==> src/rtl/keypad_scan_fifo.sv <==
`default_nettype none
// ============================================================================
// Module   : keypad_scan_fifo
// Brief    : Matrix keypad scanner with frame-based debounce and a small
//            first-word-fall-through code queue with sticky overflow flag.
// Revision : 1.0 - initial release
// ============================================================================
module keypad_scan_fifo #(
  parameter int ROWS       = 5,
  parameter int COLS       = 4,
  parameter int CODE_W     = 5,
  parameter int SCAN_DIV   = 1000,
  parameter int DEB_FRAMES = 4,
  parameter int FIFO_DEPTH = 4
) (
  input  logic              clk,
  input  logic              rst,
  input  logic [COLS-1:0]   k_col,
  output logic [ROWS-1:0]   k_row,
  input  logic              rd_n,
  output logic [CODE_W-1:0] key_code,
  output logic              rdy,
  output logic              key_held,
  output logic              overflow,
  input  logic              clr_ovf
);

  localparam int DIV_W = $clog2(SCAN_DIV);
  localparam int ROW_W = $clog2(ROWS);
  localparam int COL_W = $clog2(COLS);
  localparam int CNT_W = $clog2(DEB_FRAMES + 1);
  localparam int AW    = $clog2(FIFO_DEPTH);
  localparam int PTR_W = AW + 1;

  localparam logic [DIV_W-1:0] DIV_LAST = DIV_W'(SCAN_DIV - 1);
  localparam logic [ROW_W-1:0] ROW_LAST = ROW_W'(ROWS - 1);
  localparam logic [CNT_W-1:0] CNT_DONE = CNT_W'(DEB_FRAMES);
  localparam logic [CNT_W-1:0] CNT_ONE  = CNT_W'(1);

  typedef enum logic [1:0] {
    S_IDLE      = 2'd0,
    S_PRESS_CHK = 2'd1,
    S_HELD      = 2'd2,
    S_REL_CHK   = 2'd3
  } deb_state_t;

  // ---------------- scan divider / row walker ----------------
  logic [DIV_W-1:0] div_q, div_d;
  logic [ROW_W-1:0] row_q, row_d;
  logic             sample;
  logic             frame_end;

  // Divider wraps every SCAN_DIV cycles; the row advances right after its sample.
  always_comb begin
    sample    = (div_q == DIV_LAST);
    frame_end = sample && (row_q == ROW_LAST);
    div_d     = sample ? '0 : div_q + DIV_W'(1);
    row_d     = row_q;
    if (sample) begin
      row_d = (row_q == ROW_LAST) ? '0 : row_q + ROW_W'(1);
    end
  end

  assign k_row = ~(ROWS'(1) << row_q);

  // ---------------- per-row column decode ----------------
  logic [1:0]       row_hits;
  logic [COL_W-1:0] row_col;

  // Count closed columns on the driven row (saturating at 2) and locate one of them.
  always_comb begin
    row_hits = 2'd0;
    row_col  = '0;
    for (int c = COLS - 1; c >= 0; c--) begin
      if (!k_col[c]) begin
        row_col = COL_W'(c);
        if (row_hits != 2'd2) begin
          row_hits = row_hits + 2'd1;
        end
      end
    end
  end

  // ---------------- frame accumulator ----------------
  logic [1:0]        hits_q, hits_d, frame_hits;
  logic [2:0]        hits_sum;
  logic [CODE_W-1:0] fcode_q, fcode_d, frame_code, row_code;

  // Merge each row sample into the running frame result; clear at frame end.
  always_comb begin
    row_code   = CODE_W'(row_q) * CODE_W'(COLS) + CODE_W'(row_col);
    hits_sum   = {1'b0, hits_q} + {1'b0, row_hits};
    frame_hits = hits_q;
    frame_code = fcode_q;
    if (sample) begin
      frame_hits = (hits_sum >= 3'd2) ? 2'd2 : hits_sum[1:0];
      if (row_hits == 2'd1) begin
        frame_code = row_code;
      end
    end
    hits_d  = frame_end ? 2'd0 : frame_hits;
    fcode_d = frame_end ? '0 : frame_code;
  end

  // ---------------- debounce FSM ----------------
  deb_state_t        state_q, state_d;
  logic [CNT_W-1:0]  cnt_q, cnt_d, cnt_inc;
  logic [CODE_W-1:0] cand_q, cand_d;
  logic [CODE_W-1:0] push_code;
  logic              push;
  logic              f_none, f_one;

  // Evaluate the completed frame once per frame end; push on accepted press.
  always_comb begin
    state_d   = state_q;
    cnt_d     = cnt_q;
    cand_d    = cand_q;
    push      = 1'b0;
    push_code = cand_q;
    f_none    = (frame_hits == 2'd0);
    f_one     = (frame_hits == 2'd1);
    cnt_inc   = cnt_q + CNT_W'(1);
    if (frame_end) begin
      case (state_q)
        S_IDLE: begin
          if (f_one) begin
            cand_d = frame_code;
            if (CNT_DONE == CNT_ONE) begin
              push      = 1'b1;
              push_code = frame_code;
              state_d   = S_HELD;
              cnt_d     = '0;
            end else begin
              state_d = S_PRESS_CHK;
              cnt_d   = CNT_ONE;
            end
          end
        end
        S_PRESS_CHK: begin
          if (f_one && (frame_code == cand_q)) begin
            if (cnt_inc == CNT_DONE) begin
              push    = 1'b1;
              state_d = S_HELD;
              cnt_d   = '0;
            end else begin
              cnt_d = cnt_inc;
            end
          end else begin
            state_d = S_IDLE;
            cnt_d   = '0;
          end
        end
        S_HELD: begin
          // Any non-empty frame keeps the key held; no auto-repeat.
          if (f_none) begin
            if (CNT_DONE == CNT_ONE) begin
              state_d = S_IDLE;
              cnt_d   = '0;
            end else begin
              state_d = S_REL_CHK;
              cnt_d   = CNT_ONE;
            end
          end
        end
        S_REL_CHK: begin
          if (f_none) begin
            if (cnt_inc == CNT_DONE) begin
              state_d = S_IDLE;
              cnt_d   = '0;
            end else begin
              cnt_d = cnt_inc;
            end
          end else begin
            state_d = S_HELD;
            cnt_d   = '0;
          end
        end
        default: begin
          state_d = S_IDLE;
          cnt_d   = '0;
        end
      endcase
    end
  end

  assign key_held = (state_q == S_HELD) || (state_q == S_REL_CHK);

  // ---------------- FIFO ----------------
  logic [CODE_W-1:0] mem_q [FIFO_DEPTH];
  logic [PTR_W-1:0]  wr_q, wr_d, rd_q, rd_d;
  logic [CODE_W-1:0] head_q, head_d;
  logic              ovf_q, ovf_d;
  logic              empty, full, pop, wr_en, ovf_set;

  // Pointer/flag update; the head register tracks the entry at the next read pointer.
  always_comb begin
    empty   = (wr_q == rd_q);
    full    = (wr_q[AW] != rd_q[AW]) && (wr_q[AW-1:0] == rd_q[AW-1:0]);
    pop     = !rd_n && !empty;
    wr_en   = push && (!full || pop);
    ovf_set = push && full && !pop;
    wr_d    = wr_en ? wr_q + PTR_W'(1) : wr_q;
    rd_d    = pop ? rd_q + PTR_W'(1) : rd_q;
    head_d  = head_q;
    if (rd_d != wr_d) begin
      // The new head may be the word being written this very cycle.
      if (wr_en && (rd_d == wr_q)) begin
        head_d = push_code;
      end else begin
        head_d = mem_q[rd_d[AW-1:0]];
      end
    end
    // A fresh overflow beats a simultaneous clear.
    if (ovf_set) begin
      ovf_d = 1'b1;
    end else if (clr_ovf) begin
      ovf_d = 1'b0;
    end else begin
      ovf_d = ovf_q;
    end
  end

  // Queue storage needs no reset: validity lives in the pointers.
  always_ff @(posedge clk) begin
    if (wr_en) begin
      mem_q[wr_q[AW-1:0]] <= push_code;
    end
  end

  // State registers for scanner, debouncer and queue control.
  always_ff @(posedge clk or posedge rst) begin
    if (rst) begin
      div_q   <= '0;
      row_q   <= '0;
      hits_q  <= 2'd0;
      fcode_q <= '0;
      state_q <= S_IDLE;
      cnt_q   <= '0;
      cand_q  <= '0;
      wr_q    <= '0;
      rd_q    <= '0;
      head_q  <= '0;
      ovf_q   <= 1'b0;
    end else begin
      div_q   <= div_d;
      row_q   <= row_d;
      hits_q  <= hits_d;
      fcode_q <= fcode_d;
      state_q <= state_d;
      cnt_q   <= cnt_d;
      cand_q  <= cand_d;
      wr_q    <= wr_d;
      rd_q    <= rd_d;
      head_q  <= head_d;
      ovf_q   <= ovf_d;
    end
  end

  assign key_code = head_q;
  assign rdy      = !empty;
  assign overflow = ovf_q;

endmodule
`default_nettype wire

==> config.mk <==
export PLATFORM = sky130hd
export DESIGN_NAME = keypad_scan_fifo
export DESIGN_NICKNAME = d
export VERILOG_FILES = /design/src/rtl/keypad_scan_fifo.sv
export SDC_FILE = /design/constraint.sdc
export NUM_CORES = 1
export LEC_CHECK = 0
export ABC_AREA = 1
export ABC_CLOCK_PERIOD_IN_PS = 2700
export CORE_ASPECT_RATIO = 1.2
export CORE_MARGIN = 8
export CORE_UTILIZATION = 54
export DETAILED_ROUTE_END_ITERATION = 6
export PLACE_DENSITY_LB_ADDON = 0.1
export SLEW_MARGIN = 20
export SYNTH_ARGS = -nofsm -noshare
export SYNTH_HDL_FRONTEND = slang
export SYNTH_SLANG_ARGS = --single-unit
==> constraint.sdc <==
create_clock -name clk -period 2.7 [get_ports clk]
set_clock_uncertainty 0.15 [all_clocks]
set_input_delay 0.81 -clock clk [delete_from_list [all_inputs] [get_ports clk]]
set_output_delay 0.81 -clock clk [all_outputs]
set_load 0.005 [all_outputs]
# Yosys cells after proc, flatten, opt, wreduce, memory -nomap -nowiden
# Memories as Yosys holds them, arrays and structs flattened.
# Index checks and enable logic that the tools add are counted.
# op_classes
order_cmp	1
muxes	43
bitwise	1
div	0
n_reduce_logical	20
n_mul	0
shifts	1
n_eq_ne	21
add_sub_neg	10
# ops
operator	n
2-bit 2-to-1 mux	19
3-bit 2-to-1 mux	8
5-bit 2-to-1 mux	4
3-bit by 1-bit adder with 3-bit output (second input constant)	4
3-bit case mux with 4 select lines	1
10-bit by 1-bit adder with 10-bit output (second input constant)	1
10-bit == test (second input constant)	1
10-bit 2-to-1 mux	1
2-bit != test (second input constant)	5
1-bit 2-to-1 mux	9
1-bit logical AND	8
2-bit case mux with 4 select lines	1
2-bit by 1-bit adder with 2-bit output (second input constant)	3
2-bit by 1-bit == test with 1-bit output (second input constant)	3
3-bit == test	2
3-bit == test (second input constant)	2
3-bit != test (second input constant)	2
3-bit AND reduction	2
5-bit by 2-bit adder with 5-bit output	1
5-bit == test	1
5-bit inverter	1
5-bit AND reduction	1
1-bit by 3-bit left shift with 5-bit output (first input constant)	1
2-bit == test (second input constant)	2
other kinds (9)	14
# totals
romBits	0
reg_bits	42
ramBits	20
inputBits	8
output_inout_bits	13
mem_count	1
elab_cells	109
latchBits	0
# memory_table
name	depth	word_bits	read_ports	rd_clocked_by_memory_dff	write_ports	line	text
mem_q	4	5	1	0	1	189	logic [CODE_W-1:0] mem_q [FIFO_DEPTH];

# Depth between registers and ports, before layout
# logic_depth
depth_word	22
ltp_mapped	28
ltp_nobuf	28

# Worst setup path before layout
# Ideal clock, no wire load.
# synth_path
kind	input to register
startpoint	input port k_col[2]
endpoint	register head_q[0] (netlist: key_code[0])
setup_ps	117
slack_ps	-1225
cell_stages	26
arrival_time_ps	3659
t_required_ps	2433
path_cell_list	inv_1 ha_1 inv_1 nand2_1 nand2_1 ha_1 nand2_1 nand2_1 ha_1 inv_1 fa_1 nand2_1 inv_1 nand4_1 nand2_1 nand2_4 nor2_4 nand2_1 nor2_1 nand3_2 nor2_4 nand4_2 a21oi_4 nand2_4 nand2_1 nand2_1
# synth_between
elab_chain_len	19
word_cells_on_any_way	31
# synth_lines
item	line	text
from (decl)	18	input logic [COLS-1:0] k_col,
2-bit 2-to-1 mux	75	if (!k_col[c]) begin
2-bit by 1-bit adder with 2-bit output / 2-bit != test (equally long branches)	78, 77	
2-bit 2-to-1 mux	77	if (row_hits != 2'd2) begin
2-bit 2-to-1 mux	75	
2-bit by 1-bit adder with 2-bit output / 2-bit != test (equally long branches)	78, 77	
2-bit 2-to-1 mux	77	
2-bit 2-to-1 mux	75	
2-bit by 2-bit adder with 3-bit output	92	hits_sum = {1'b0, hits_q} + {1'b0, row_hits};
[... 3 more ...]	n/a	
2-bit by 1-bit == test with 1-bit output	121	f_one = (frame_hits == 2'd1);
1-bit logical AND *	140	if (f_one && (frame_code == cand_q)) begin
1-bit 2-to-1 mux *	140	
1-bit 2-to-1 mux *	124	case (state_q)
1-bit 2-to-1 mux *	123	if (frame_end) begin
1-bit logical AND *	200	wr_en = push && (!full || pop);
3-bit 2-to-1 mux / 1-bit logical AND (equally long branches)	202, 207	
3-bit != test / 5-bit 2-to-1 mux (equally long branches)	205, 207	
to (signal assigned)	242	head_q <= '0;
to (signal assigned)	254	head_q <= head_d;
to (decl)	191	logic [CODE_W-1:0] head_q, head_d;
# Every way passes the cells marked *; elsewhere a longest branch is shown, timed or not.
# A chain may end at the register's enable or synchronous reset.

# Final worst setup path
# layout_path
startpoint	input port k_col[1]
endpoint	register head_q[2] (netlist: key_code[2])
# layout_between
elab_chain_len	16
word_cells_on_any_way	26
# layout_lines
item	line	text
2-bit 2-to-1 mux	75	
2-bit by 1-bit adder with 2-bit output / 2-bit != test (equally long branches)	78, 77	
2-bit 2-to-1 mux	77	
2-bit 2-to-1 mux	75	
2-bit by 2-bit adder with 3-bit output	92	
3-bit by 2-bit >= comparator with 1-bit output	96	frame_hits = (hits_sum >= 3'd2) ? 2'd2 : hits_sum[1:0];
2-bit 2-to-1 mux	96	
2-bit 2-to-1 mux	95	if (sample) begin
2-bit by 1-bit == test with 1-bit output	121	
1-bit logical AND *	140	
1-bit 2-to-1 mux *	140	
1-bit 2-to-1 mux *	124	
1-bit 2-to-1 mux *	123	
1-bit logical AND *	200	
3-bit 2-to-1 mux / 1-bit logical AND (equally long branches)	202, 207	
3-bit != test / 5-bit 2-to-1 mux (equally long branches)	205, 207	
# Marks and branches as above.

==> results by stage <==
Synthesis:
- During synthesis, Yosys emitted a total of 0 warnings.
- The total standard cell area after synthesis is 0.00362 sq mm.
- The number of different library cells used by synthesis comes to 37.
- After synthesis, the share of flip-flops with an asynchronous set or reset is 67.7%.
- Synthesis handed over a netlist of 414 instances.
- The synthesized area per cell is 8.74 sq um.
- The most used flip-flop cell after synthesis is dfrtp_1.
- Synthesis inferred 62 register bits.
- The total nets after synthesis is 442.
- The sequential cell area fraction in the yosys report is 45.6%.
- The number of synthesized flops with an enable pin is 20.

Placement:
- Once detailed placement completed, the half-perimeter wirelength came to 5840 um.
- Routability-driven placement finished with a final weighted congestion of 0.863.
- The number of port buffers is 20.
- The cell area after placement is 0.00432 sq mm.

Drt:
- After detailed routing, the number of remaining DRC violations is 0.
- The count of routing violations after the opening detailed-route iteration is 74.
- The detailed router placed 2955 vias in this run.
- Dividing the detail-routed wire length by the instance count gives 13.6 um.
- The via count normalized by instance count is 5.05.
- The number of search-and-repair iterations in the first detailed-routing pass is 4.
- The total wire length after detailed routing is 7940 um.
- The post-route antenna net violation count is 0.

Finish:
- The layout cell share with drive strength beyond 1 is 30.0%.
- The number of nets in the layout is 524.
- Relative to the synthesized area, the layout overhead comes to 30.9%.
- The antenna diode instance count is 0.
- The filler cell count in the final layout is 482.
- The final instance area is 0.00474 sq mm.

Timing:
- Across all setup checks in the final design, the least slack found is -0.984 ns.
- The final number of max-transition violations was 0.
- The hold violation total from the final report is 0.
- The relative slew slack is 62.1%.
- Dividing the final minimum period by the clock period gives 136%.
- Setup violations remaining at the end of the flow were counted as 40.
- At the pin with the least slew margin, the transition time is 0.569 ns.
- Across all hold checks on the routed design, the worst slack comes to 0.340 ns.
- Setup repair after global routing could not meet its margin everywhere.
- Timing would allow up to 0.271 GHz.
- The worst path in the final design needs a cycle of 3.68 ns, including I/O delays and setup.

Global routing:
- The first-pass GRT wire length is 13400 um.
- The number of global-route vias before repair was 3019.
- The number of antenna violations at the first check in global routing is 0.
- The total grt overflow is 0.
- Global routing used 17.2% of the available tracks across all layers.
- Entering global routing, the biggest net connects 43 pins.

Floorplanning:
- The initial utilization of the core area, before any placement, comes to 56.1%.
- In this run the horizontal extent of the chip is 90.7 um.
- The floorplan step defined a die boundary enclosing 0.00959 sq mm.
- The placeable core region is 0.00645 sq mm.
- In this run the count of I/O pins placed on the die edge is 21.
- The floorplan has 32 rows.
- The floorplan die height is 106 um.

Critical path:
- The critical path endpoint category is a flop.
- The cell count of the worst reg-to-reg path is 18.
- The maximum fanout along the worst path is 6.
- The data required time of the worst path is 2.77 ns.
- The category of the critical setup timing path is input pin to flop.
- The worst setup path is launched from an input pin.
- The arrival time at the worst endpoint is 3.76 ns.

Status:
- The final reports fail on negative setup slack.
- The flow ran to the end, but the final reports show violations.

Power:
- The total power per unit cell area is 613 mW/mm^2.
- IR analysis of the VDD net gives a maximum drop of 0.000400 V.
- Summed over all cells, the static leakage comes to 2.28 nW.

Clock network:
- The number of H-tree levels is 3.
- The number of buffers inserted during clock tree synthesis is 9.
- The number of hold buffers added after CTS is 0.
- TritonCTS built the clock tree.
- The clock net in this run drives a total of 62 sinks.
- For the worst-skew pair, the clock arrives at the later sink with an insertion delay of 0.33 ns.
- The deepest clock path buffer count is 2.
- After clock tree synthesis, the clock-pin slew on the worst setup and hold paths is 0.07 ns.
- CTS placed an instance of clkbuf_8 at the clock tree root.

Job:
- Across the run, the number of max-cap violations was 0.

Min path:
- The worst hold path class is flop to flop.
- Along the worst hold path, the cell count comes to 1.
## stage by stage
step                instances  TNS, ns  utilization, %  worst slack (ns)  power [mW]
CTS                       578   -32.06            71.5             -1.01        2.84
floorplan                 414   -36.68               -             -1.17        1.65
global placement          559   -74.00            66.9             -1.96        1.95
global route              585   -37.47            73.5             -1.15        3.07
detailed placement        559   -79.01            66.9             -2.09        1.98
finish                    585   -31.89            73.5            -0.984        2.90
## worst max-delay path, cell delays in order
cell,delay (ns)
clkdlybuf4s15_2,0.25
nand2_2,0.11
o21a_1,0.17
ha_4,0.14
nand2_2,0.04
nand2_2,0.07
ha_4,0.13
inv_2,0.03
fa_1,0.49
nand2_1,0.07
inv_2,0.06
nand4_1,0.09
nand2_2,0.10
nand2_4,0.06
nor2_4,0.08
nand2_1,0.05
nor2_1,0.11
nand3_2,0.11
nor2_4,0.19
nand4_4,0.11
a21oi_4,0.25
nand2_4,0.11
nand2_2,0.07
nand2_1,0.05
## worst paths after layout
path,startpoint,to,slack (ns)
min reg2reg,wr_q[2],wr_q[2],0.34
max reg2reg,hits_q[0],key_code[2],-0.13
min,wr_q[2],wr_q[2],0.34
max in group asynchronous,rst,wr_q[0],1.22
max,k_col[1],key_code[2],-0.98
min in group asynchronous,rst,cnt_q[0],0.77
## final cells by class
cell class                 count  area (sq um)  share of cell area, %
sequential                    62          1650                   34.9
clock inverter                 6          77.6                   1.64
tap                           85           106                   2.24
clock buffer                   9           124                   2.61
inverter                      70           278                   5.86
multi-input combinational    280          1850                   39.0
timing repair buffer          73           651                   13.7
## placed cells by master (no fill, tap or decap), drive strengths merged, types with 2 or more instances in the layout
master and n:
a21oi 5, bufinv 2, nand2 98, xor2 10, ha 19, edfxtp 20, nor3 8, clkbuf 9
xnor2 3, nand4 7, dlymetal6s2s 2, inv 67, nor2 47, dfrtp 42, or2 4, clkinv 7
buf 55, nand3 36, o22ai 6, o21ai 29, clkdlybuf4s50 14
## cells in the mapped netlist (2+ instances only)
| library cell | number | area (sq um) |
|---|---|---|
| a21oi_1 | 4 | 20.0 |
| dfrtp_1 | 42 | 1050 |
| nand2_4 | 5 | 56.3 |
| nor2_4 | 7 | 78.8 |
| ha_1 | 19 | 238 |
| or2_2 | 3 | 18.8 |
| inv_1 | 64 | 240 |
| nor3_1 | 8 | 40.0 |
| clkinv_1 | 2 | 7.51 |
| edfxtp_1 | 20 | 601 |
| inv_2 | 4 | 15.0 |
| nor2_1 | 39 | 146 |
| o21ai_0 | 28 | 140 |
| nand2_2 | 19 | 119 |
| nand3_4 | 3 | 52.6 |
| nand3_2 | 3 | 30.0 |
| nand4_1 | 6 | 37.5 |
| xnor2_1 | 3 | 26.3 |
| nand3_1 | 30 | 150 |
| xor2_1 | 10 | 87.6 |
| nand2_1 | 74 | 278 |
| o22ai_1 | 6 | 37.5 |
## cell families (layout without fill, tap and decap cells)
| logic type | after synthesis | after routing | synth area share, % |
|---|---|---|---|
| flip-flops | 62 | 62 | 45.6 |
| AO/OA/AOI/OAI | 44 | 44 | 7.09 |
| buffers and inverters | 72 | 158 | 7.50 |
| AND/OR/NAND/NOR | 203 | 203 | 29.5 |
| adder cells (fa/ha/maj) | 20 | 20 | 7.12 |
| XOR/XNOR | 13 | 13 | 3.15 |
## power by group
group	internal (mW)	switching [mW]
logic	0.422	0.567
clock network	0.505	0.347
registers	1.02	0.0412
## metal layers
| layer | up-vias | global-route usage, % | share of wire (%) |
|---|---|---|---|
| met5 | - | 0 | 0 |
| li1 | 1495 | - | - |
| met1 | 1420 | 18.6 | 42 |
| met2 | 30 | 31.7 | 54 |
| met4 | 0 | 6.20 | 1.7 |
| met3 | 10 | 3.97 | 2.2 |
## flip-flops by register name, indices dropped and copies added (netlist names)
| register | cells |
|---|---|
| fcode_q | 5 |
| hits_q | 2 |
| cand_q | 5 |
| key_code | 5 |
| wr_q | 3 |
| overflow | 1 |
| rd_q | 3 |
| div_q | 10 |
| state_q | 2 |
| cnt_q | 3 |
| mem_q | 20 |
| row_q | 3 |
## what timing repair did
item | in CTS | in global routing
hold endpoints to repair | 0 | 0
setup buffers | 4 | 7
gates cloned | 0 | 0
gates resized for setup | 32 | 22
pin swaps | 13 | 6
setup endpoints to repair | 46 | 45
Power figures use the tool's default switching activity.
